[src/rtl/seq_mult_8x8_pkg.sv]
// rtl/seq_mult_8x8_pkg.sv - shared width default and FSM state encoding for seq_mult_8x8
package seq_mult_8x8_pkg;

  localparam int SM_WIDTH = 8;

  typedef enum logic [2:0] {
    ST_IDLE   = 3'd0,
    ST_LOAD_A = 3'd1,
    ST_LOAD_B = 3'd2,
    ST_RUN    = 3'd3,
    ST_DONE   = 3'd4
  } sm_state_t;

endpackage

[src/rtl/seq_mult_8x8_shift_add_step.sv]
// rtl/seq_mult_8x8_shift_add_step.sv - one shift-add iteration with a carry-preserving upper add
module shift_add_step #(
  parameter int WIDTH = 8
) (
  input  logic [2*WIDTH-1:0] i_acc,
  input  logic [WIDTH-1:0]   i_mcand,
  output logic [2*WIDTH-1:0] o_acc
);

  // Upper half plus multiplicand is kept WIDTH+1 bits wide so the carry
  // re-enters the accumulator on the shift instead of being lost.
  logic [WIDTH:0] w_sum;

  assign w_sum = {1'b0, i_acc[2*WIDTH-1:WIDTH]} + {1'b0, i_mcand};

  // LSB of the accumulator is the current multiplier bit: add then shift, or shift only.
  assign o_acc = i_acc[0] ? {w_sum, i_acc[WIDTH-1:1]}
                          : {1'b0, i_acc[2*WIDTH-1:1]};

endmodule

[src/rtl/seq_mult_8x8.sv]
// rtl/seq_mult_8x8.sv - sequential unsigned shift-add multiplier that drives its own operand mux select
module seq_mult_8x8
  import seq_mult_8x8_pkg::*;
#(
  parameter int WIDTH = SM_WIDTH
) (
  input  logic               clk,
  input  logic               rst,
  input  logic               start,
  input  logic [WIDTH-1:0]   op_in,
  output logic               op_sel,
  output logic               busy,
  output logic               done,
  output logic [2*WIDTH-1:0] product
);

  localparam int CW = (WIDTH > 1) ? $clog2(WIDTH) : 1;
  localparam logic [CW-1:0] LAST_ITER = CW'(WIDTH - 1);

  sm_state_t          r_state;
  logic [WIDTH-1:0]   r_mcand;
  logic [2*WIDTH-1:0] r_acc;
  logic [CW-1:0]      r_count;
  logic [2*WIDTH-1:0] r_product;
  logic               r_op_sel;
  logic               r_busy;
  logic               r_done;
  logic [2*WIDTH-1:0] w_acc_next;

  shift_add_step #(
    .WIDTH (WIDTH)
  ) u_step (
    .i_acc   (r_acc),
    .i_mcand (r_mcand),
    .o_acc   (w_acc_next)
  );

  // Control FSM and datapath registers; outputs are registered against the next state
  always_ff @(posedge clk or posedge rst) begin
    if (rst) begin
      r_state   <= ST_IDLE;
      r_mcand   <= '0;
      r_acc     <= '0;
      r_count   <= '0;
      r_product <= '0;
      r_op_sel  <= 1'b0;
      r_busy    <= 1'b0;
      r_done    <= 1'b0;
    end else begin
      case (r_state)
        ST_IDLE: begin
          if (start) begin
            r_state  <= ST_LOAD_A;
            r_op_sel <= 1'b1;
            r_busy   <= 1'b1;
          end
        end
        ST_LOAD_A: begin
          r_mcand  <= op_in;
          r_state  <= ST_LOAD_B;
          r_op_sel <= 1'b0;
        end
        ST_LOAD_B: begin
          r_acc   <= {{WIDTH{1'b0}}, op_in};
          r_count <= '0;
          r_state <= ST_RUN;
        end
        ST_RUN: begin
          r_acc   <= w_acc_next;
          r_count <= r_count + CW'(1);
          if (r_count == LAST_ITER) begin
            r_product <= w_acc_next;
            r_state   <= ST_DONE;
            r_busy    <= 1'b0;
            r_done    <= 1'b1;
          end
        end
        ST_DONE: begin
          r_done <= 1'b0;
          if (start) begin
            r_state  <= ST_LOAD_A;
            r_op_sel <= 1'b1;
            r_busy   <= 1'b1;
          end else begin
            r_state <= ST_IDLE;
          end
        end
        default: begin
          r_state  <= ST_IDLE;
          r_op_sel <= 1'b0;
          r_busy   <= 1'b0;
          r_done   <= 1'b0;
        end
      endcase
    end
  end

  assign op_sel  = r_op_sel;
  assign busy    = r_busy;
  assign done    = r_done;
  assign product = r_product;

endmodule

[config.mk]
export PLATFORM = sky130hd
export DESIGN_NAME = seq_mult_8x8
export DESIGN_NICKNAME = d
export VERILOG_FILES = /design/src/rtl/seq_mult_8x8_pkg.sv /design/src/rtl/seq_mult_8x8_shift_add_step.sv /design/src/rtl/seq_mult_8x8.sv
export SDC_FILE = /design/constraint.sdc
export NUM_CORES = 1
export LEC_CHECK = 0
export BUFFER_PORTS_ARGS = -buffer_cell sky130_fd_sc_hd__clkbuf_2
export CAP_MARGIN = 20
export CORE_ASPECT_RATIO = 1.25
export CORE_UTILIZATION = 41
export CTS_CLUSTER_DIAMETER = 50
export DETAILED_ROUTE_END_ITERATION = 8
export GPL_ROUTABILITY_DRIVEN = 0
export GPL_TIMING_DRIVEN = 0
export PLACE_DENSITY_LB_ADDON = 0.15
export SYNTH_ARGS = -nofsm -noshare
export SYNTH_HDL_FRONTEND = slang
export SYNTH_SLANG_ARGS = --single-unit
[constraint.sdc]
create_clock -name clk -period 2.7 [get_ports clk]
set_input_delay 0.405 -clock clk [delete_from_list [all_inputs] [get_ports clk]]
set_output_delay 0.405 -clock clk [all_outputs]
set_load 0.02 [all_outputs]
[Word-level counts from Yosys, hierarchy flattened]
Index checks and enable logic that the tools add are counted.
Word-level totals
  bits in registers: 49
  bits in latches: 0
  memory bits (writable): 0
  ROM bits: 0
  memories: 0
Cells by class
  add/subtract/negate cells: 2
  $mul: 0
  div/mod/pow operators: 0
  magnitude comparators: 0
  equal/unequal tests: 8
  shifts and indexed selects: 0
  muxes and demuxes: 13
  bitwise logic cells: 3
  reductions and logical operators: 11
Operators by type and width (count)
  $pmux W16 S2: 1
  $mux W16: 1
  $pmux W3 S5: 1
  $add A8 B8 Y9: 1
  $reduce_and A2 Y1: 4
  $eq A3 B2 Y1 const B: 2
  $eq A3 B3 Y1 const B: 2
  $mux W3: 2
  $pmux W3 S2: 1
  $reduce_or A2 Y1: 3
  $mux W1: 4
  $ne A2 B2 Y1 const B: 2
  $pmux W1 S2: 2
  $add A3 B1 Y3 const B: 1
  $eq A3 B1 Y1 const B: 1
  $logic_not A3 Y1: 1
  $not A1 Y1: 3
  $pmux W1 S3: 1
  $reduce_and A3 Y1: 1
  $reduce_or A3 Y1: 1
  $ne A2 B1 Y1 const B: 1
  $reduce_bool A2 Y1: 1

[Depth between registers and ports, before layout]
Gate-level depths: netlist of run 1.
  depth after elaboration: 4
  mapped depth: 6
  gate-level depth less buffers: 6

[Cells and area by module]
Synthesis of run 1 repeated with hierarchy kept, for this count alone.
Unflattened totals
  cell total of the unflattened synthesis: 234
  area, all modules: 2573.7 um^2
By module, submodules not included
  seq_mult_8x8: times used 1, cells an instance 162, area an instance 2038.2 um^2
  shift_add_step: times used 1, cells an instance 72, area an instance 535.5 um^2

[Least setup slack after synthesis of run 1]
No wires, ideal clock.
  path kind: flip-flop to flip-flop
  start: reg r_acc[8]
  end: reg r_acc[13]
  library setup time: 0.139 ns
  arrival: 1.796 ns
  data required time: 2.561 ns
  slack: 0.765 ns
  cell stages (with the launch flop): 7
  path buffers: 0
  path through: dfrtp_1 > ha_1 > fa_1 > a21o_1 > nor3b_1 > a2111oi_2 > o22ai_1
On the way
  longest elaborated chain between the ends: 3
RTL lines
  from (decl): line seq_mult_8x8.sv:22  | logic [2*WIDTH-1:0] r_acc;
  from (signal assigned): line seq_mult_8x8.sv:64  | r_acc <= {{WIDTH{1'b0}}, op_in};
  from (signal assigned): line seq_mult_8x8.sv:69  | r_acc <= w_acc_next;
  $add A8 B8 Y9: line seq_mult_8x8_shift_add_step.sv:14  | assign w_sum = {1'b0, i_acc[2*WIDTH-1:WIDTH]} + {1'b0, i_mcand};
  $mux W16: line seq_mult_8x8_shift_add_step.sv:17  | assign o_acc = i_acc[0] ? {w_sum, i_acc[WIDTH-1:1]}
  $pmux W16 S2: line seq_mult_8x8.sv:50  | case (r_state)
No other way between the ends.
A chain may end at the register's enable or synchronous reset.

[Final worst setup path of run 1]
  start: reg r_mcand[0]
  end: reg r_acc[13]
On the way
  longest elaborated chain between the ends: 3
RTL lines
  from (decl): line seq_mult_8x8.sv:21  | logic [WIDTH-1:0] r_mcand;
  from (signal assigned): line seq_mult_8x8.sv:59  | r_mcand <= op_in;
  $add A8 B8 Y9: line seq_mult_8x8_shift_add_step.sv:14
  $mux W16: line seq_mult_8x8_shift_add_step.sv:17
  $pmux W16 S2: line seq_mult_8x8.sv:50
No other way between the ends.

==> results of run 1 <==
stage by stage:
step / worst slack [ns] / std cells / instance area [um^2]
floorplan: 0.765 / 245 / 2500
global placement: 0.426 / 340 / 2730
detailed placement: 0.585 / 341 / 2750
CTS: 0.553 / 349 / 2880
global route: 0.389 / 349 / 2880
finish: 0.573 / 349 / 2880
how the worst max path moves through the flow:
| stage | slack, ns | end |
|---|---|---|
| detailed placement | 0.58 | r_acc[13] |
| floorplan | 0.77 | r_acc[13] |
| global route | 0.39 | r_acc[13] |
| finish | 0.57 | r_acc[13] |
| CTS | 0.55 | r_acc[13] |
| global placement | 0.43 | r_count[1] |
logic make-up after synthesis:
kind of cell    count (synthesis)  synth area share (%)
compound gates                 57                  15.1
simple gates                   88                  17.0
buf+inv                        21                  4.81
xor+xnor                        1                 0.351
mux                            18                  7.82
fa+ha+maj                      11                  5.81
flops                          49                  49.1
power by group through the flow:
stage	registers, W	logic, W	clock network [W]
finish	0.00134	0.00215	0.000637
detailed placement	0.00135	0.00217	0
global route	0.00138	0.00245	0.000684
CTS	0.00134	0.00218	0.000660
global placement	0.00135	0.00213	0
floorplan	0.00147	0.00149	0
cells in the final DEF, fill, tap and decap left out, types with 2 or more instances in the layout:
master and count:
buf_4 2, bufinv_16 2, dfrtp_1 49, nand2_1 57
nor3_1 3, nor2_1 5, o2111a_1 2, nand3b_1 3
a211oi_1 2, nand3_1 4, o21ai_1 9, clkbuf_8 5
mux2_2 8, clkbuf_2 29, a21o_1 3, buf_6 3
a21oi_1 6, nor3b_1 2, ha_1 10, nor2b_1 3
inv_1 8, o221ai_1 2, o21a_1 2, buf_2 5
o22ai_1 6, a21oi_2 2, mux2i_1 9, and3_1 2
o21ai_0 16, nand2b_1 3
per-layer routing:
metal / track usage [%] / up-vias
li1: - / 931
met1: 24.7 / 857
met2: 29.8 / 27
met3: 3.16 / 8
met4: 6.06 / 0
met5: 0 / -
state kept, by name, indices dropped and copies added (netlist names):
signal,count
r_acc,16
done,1
product,16
r_state,3
r_count,3
r_mcand,8
op_sel,1
busy,1
critical path, delay by kind of cell (launching register included):
kind                     cells  cell delay, ns
AO/OA/AOI/OAI                3            0.74
AND/OR/NAND/NOR              1            0.17
adder cells (fa/ha/maj)      2            0.69
flip-flops                   1            0.40
area by class of cell:
| cell class | count | area [um^2] | share of cell area, % |
|---|---|---|---|
| flip-flops and latches | 49 | 1230 | 42.5 |
| multi-input cells | 175 | 1150 | 39.9 |
| repair buffers | 30 | 165 | 5.73 |
| well taps | 66 | 82.6 | 2.86 |
| plain buffers | 11 | 77.6 | 2.69 |
| clock buffers | 5 | 68.8 | 2.39 |
| clock inverters | 3 | 68.8 | 2.39 |
| inverters | 10 | 42.5 | 1.48 |
==> metrics, run 1 <==
port bufs=29; Crit Reg-Reg Endpoint=r_acc[13]; Reg2Reg Launch Point=r_mcand[0]; # diodes=0; CP endpoint kind=flip-flop; Clock Root Buffer=clkbuf_8; Pwr Total=between 0.004 and 0.005 W; crit-path max FO=5; Vias per Instance=5.22; Tmin final=around 2.1 ns; clk sink count=about 50; Final Hold Vio Count=0; largest cells by area after synthesis=dfrtp_1 49%, nand2_1 8.6%, ha_1 5.0%, mux2i_1 3.6%, mux2_2 3.6%; H-tree levels=2; outcome=complete, no violations; post-synth cell types=45; post-synth net total=about 270; mean routed wirelength per cell=~15 um; final WL=5320 um; NetSw=approximately 0.0018 W; I/O pin total=30; Yosys warnings=0; Synth Instances=245; Final nets=just over 300; Hold Crit Class=input pin to asynchronous set/reset pin; DR iter-0 viols=87; Pint=~0.0024 W; LEAKAGE=1.41 nW; WP data arrival=between 2 and 2.5 ns; pwr/cell area=1430 nW/um^2; r2r setup slk=around 0.57 ns; Slowest Stage Delay on Critical Path=approximately 0.43 ns; Hold WS=0.0585 ns; CP startpoint=r_mcand[0]; Core ar.=5820 um^2; CP Cell Sequence=ha_1 > fa_1 > a21o_1 > nor3b_1 > a2111oi_2 > o22ai_1; dpl hpwl=a little under 4000 um; critical path's slowest cell=fa_1; DRT met1 WL=~2600 um; met2 WL=2480 um; kind of critical path=flip-flop to flip-flop; met3 routed WL=roughly 140 um; synth cell count leaders=57 x nand2_1, 49 x dfrtp_1, 16 x o21ai_0, 10 x ha_1; antenna-violating nets left=0; CP required=2.87 ns; Post-Syn Area=2500 um^2; first-pass GRT wire length=~8900 um; setup bufs post-CTS=0; worst slew pin tran=roughly 0.44 ns; total CTS buffers=5; Clk pwr share=15.4%; max_cap viols=0; number of synthesized register bits=49; Die Height=between 80 and 90 um; leading area contributor after synthesis=dfrtp_1; via count=between 1.5k and 2k; sw frac=between 40% and 50%; most common cell in the synthesized netlist=nand2_1; post-CTS sizing=0; Worst Setup Start Kind=flip-flop; Final Max Tran Viols=0; CTS tree=built; Initial Util=42.9%; peak supply drop=0.540 mV; uppermost routed layer=met4; Clock Skew=about 0.0074 ns; RSZ-0062 raised after global routing=no; Congestion Overflow GR=0; drt drc=0; Seq/Total Area, Yosys=about half; predominant post-synthesis flop cell=dfrtp_1; Async SR Flop Fraction=100%; Setup-failing EPs final=0; largest net degree at the start of global routing=33; die area=~6400 um^2; Syn Area/Cell=slightly above 10 um^2; Die X=a little over 70 um; initial antenna violation count=0; GRT Total Usage=approximately 18%; share of cells above drive strength 1=approximately 24%; ratio of final minimum period to clock period=between 70% and 80%; clock tree buffer depth=2; vias in the first global route=about 1.8k; Clk Latency, worst-skew pair=about 0.31 ns; FF-to-FF path depth=6; setup_tns=0 ns; top cell type's share of synthesized area=roughly half; Achievable Freq=approximately 470 MHz; area grow syn2layout=15.4%; Slew HR=70.9%; CTS clk-pin slew, worst paths=0.09 ns; DR pass1 iterations=4; Final Util=roughly half; cell row count=31; Comb power frac=between 50% and 60%; Hold-fix buffers, CTS=0; Sequential Power Share=between 30% and 40%; Filler cells=around 550; Post-synth EDFFs=0
Power figures use the tool's default switching activity.
==> run 2: changes to the inputs <==
Clock period 2.7 ns to 2 ns, I/O delays scaled along.
==> run 2 against run 1 <==
Register-to-register slack got worse by 0.55 ns. Worst setup slack got worse by 0.55 ns. Die area did not move. Critical endpoint is now product[15]. Largest cell class unchanged. Largest power group unchanged.
==> metrics, run 2 (synthesis gave the netlist of run 1 again) <==
outcome=complete, no violations; most frequent cells in the layout=57 x nand2_1, 49 x dfrtp_1, 29 x clkbuf_2; initial antenna violation count=0; Congestion Overflow GR=0; I/O pin total=30; port bufs=29; max_cap viols=0; HP Start=op_in[2]; Hold Crit Class=input pin to flip-flop; via count=approximately 1.9k; fin area=~2900 um^2; clock tree buffer depth=2; Achievable Freq=between 500 and 600 MHz; LEAKAGE=~1.4 nW; hold depth=2; Clock Root Buffer=clkbuf_8; antenna-violating nets left=0; hold path endpoint=r_mcand[2]; Slowest Stage Delay on Critical Path=0.43 ns; CTS clk-pin slew, worst paths=approximately 0.10 ns; Slew HR=about 70%; critical path's slowest cell=dfrtp_1; mean routed wirelength per cell=about 16 um; post-placement cell area=around 2700 um^2; GRT Total Usage=a little under a fifth; Final Hold Vio Count=0; kind of critical path=flip-flop to flip-flop; dpl hpwl=3890 um; total CTS buffers=5; cell row count=31; Initial Util=a little over two fifths; placed insts=between 300 and 400; Final Max Tran Viols=0; # diodes=0; peak supply drop=0.740 mV; stages on the worst setup path=6; CP required=about 2.2 ns; Clk Latency, worst-skew pair=around 0.31 ns; vias in the first global route=1831; RSZ-0062 raised after global routing=yes; first-pass GRT wire length=~9000 um; Core ar.=around 5800 um^2; H-tree levels=2; Tmin final=1.98 ns; clk sink count=49; Reg2Reg Launch Point=r_acc[8]; Hold WS=0.237 ns; pwr/cell area=slightly below 2000 nW/um^2; Non-Filler Instances=~350; Crit Reg-Reg Endpoint=product[15]; Worst Setup Start Kind=flip-flop; DR pass1 iterations=4; largest net degree at the start of global routing=33; CTS tree=built; Vias per Instance=between 5 and 6; FF-to-FF path depth=6; die area=6410 um^2; Die X=slightly above 70 um; CP endpoint kind=flip-flop; worst slew pin tran=~0.43 ns; crit-path max FO=5; drt drc=0; Die Height=around 89 um; CP top delay family=compound AO/OA/AOI/OAI gates; commonest non-fill, non-tap cell in the layout=nand2_1; r2r setup slk=approximately 0.025 ns; Final nets=roughly 300; share of cells above drive strength 1=25.9%; Setup-failing EPs final=0; Clock Skew=0.00778 ns; ratio of final minimum period to clock period=98.8%; CP Buf/Inv Count=0; WP data arrival=2.17 ns; DR iter-0 viols=between 80 and 90; CP Cell Sequence=ha_4 > fa_2 > a21o_1 > a221oi_2 > a21oi_2 > mux2_4; area grow syn2layout=17.7%; final WL=between 5000 and 6000 um
==> run 2: area by class of cell <==
| cell class | count | area (um^2) |
|---|---|---|
| Clock buffer | 5 | 68.8 |
| Fill cell | 542 | 2880 |
| Tap cell | 66 | 82.6 |
| Inverter | 10 | 42.5 |
| Multi-Input combinational cell | 175 | 1180 |
| Buffer | 11 | 77.6 |
| Sequential cell | 49 | 1230 |
| Clock inverter | 3 | 68.8 |
| Timing Repair Buffer | 33 | 190 |
==> run 2: repair_timing <==
action / in CTS / in global routing
pin swaps: 1 / 1
hold buffers: 1 / 0
setup buffers: 0 / 2
resized for setup: 2 / 4
endpoints found under the hold margin: 17 / 0
cloned: 0 / 0
setup endpoints to repair: 5 / 5
==> run 2: worst max path at each step <==
stage / from / endpoint / slack [ns]
finish: r_acc[8] / product[15] / 0.02
CTS: r_acc[8] / product[15] / 0.02
global route: r_acc[8] / product[15] / -0.02
detailed placement: r_mcand[0] / r_acc[13] / -0.12
floorplan: r_acc[8] / r_acc[13] / 0.07
global placement: rst / r_count[1] / -0.17
==> run 2: where the power goes <==
part / leakage, nW / switching, W / internal, W
clock: 0.0687 / 0.000359 / 0.000504
combinational: 0.761 / 0.00175 / 0.00127
sequential: 0.598 / 0.000335 / 0.00148
==> run 2: layer usage <==
metal  GRT usage [%]  up-vias  part of all wire [%]
met2            30.0       36                    48
met5               0        -                     0
met4            6.06        0                   1.3
met3            3.16        7                   3.5
met1            24.8      879                    48
li1                -      936                     -
==> run 2: per-stage QoR <==
step	utilization, %	TNS [ns]	total power (W)	setup slack (ns)
global route	50.5	-0.0199	0.00620	-0.0163
CTS	49.8	0	0.00566	0.0170
global placement	46.8	-8.39	0.00469	-0.169
finish	50.5	0	0.00570	0.0248
detailed placement	47.2	-0.269	0.00475	-0.115
floorplan	-	0	0.00400	0.0653
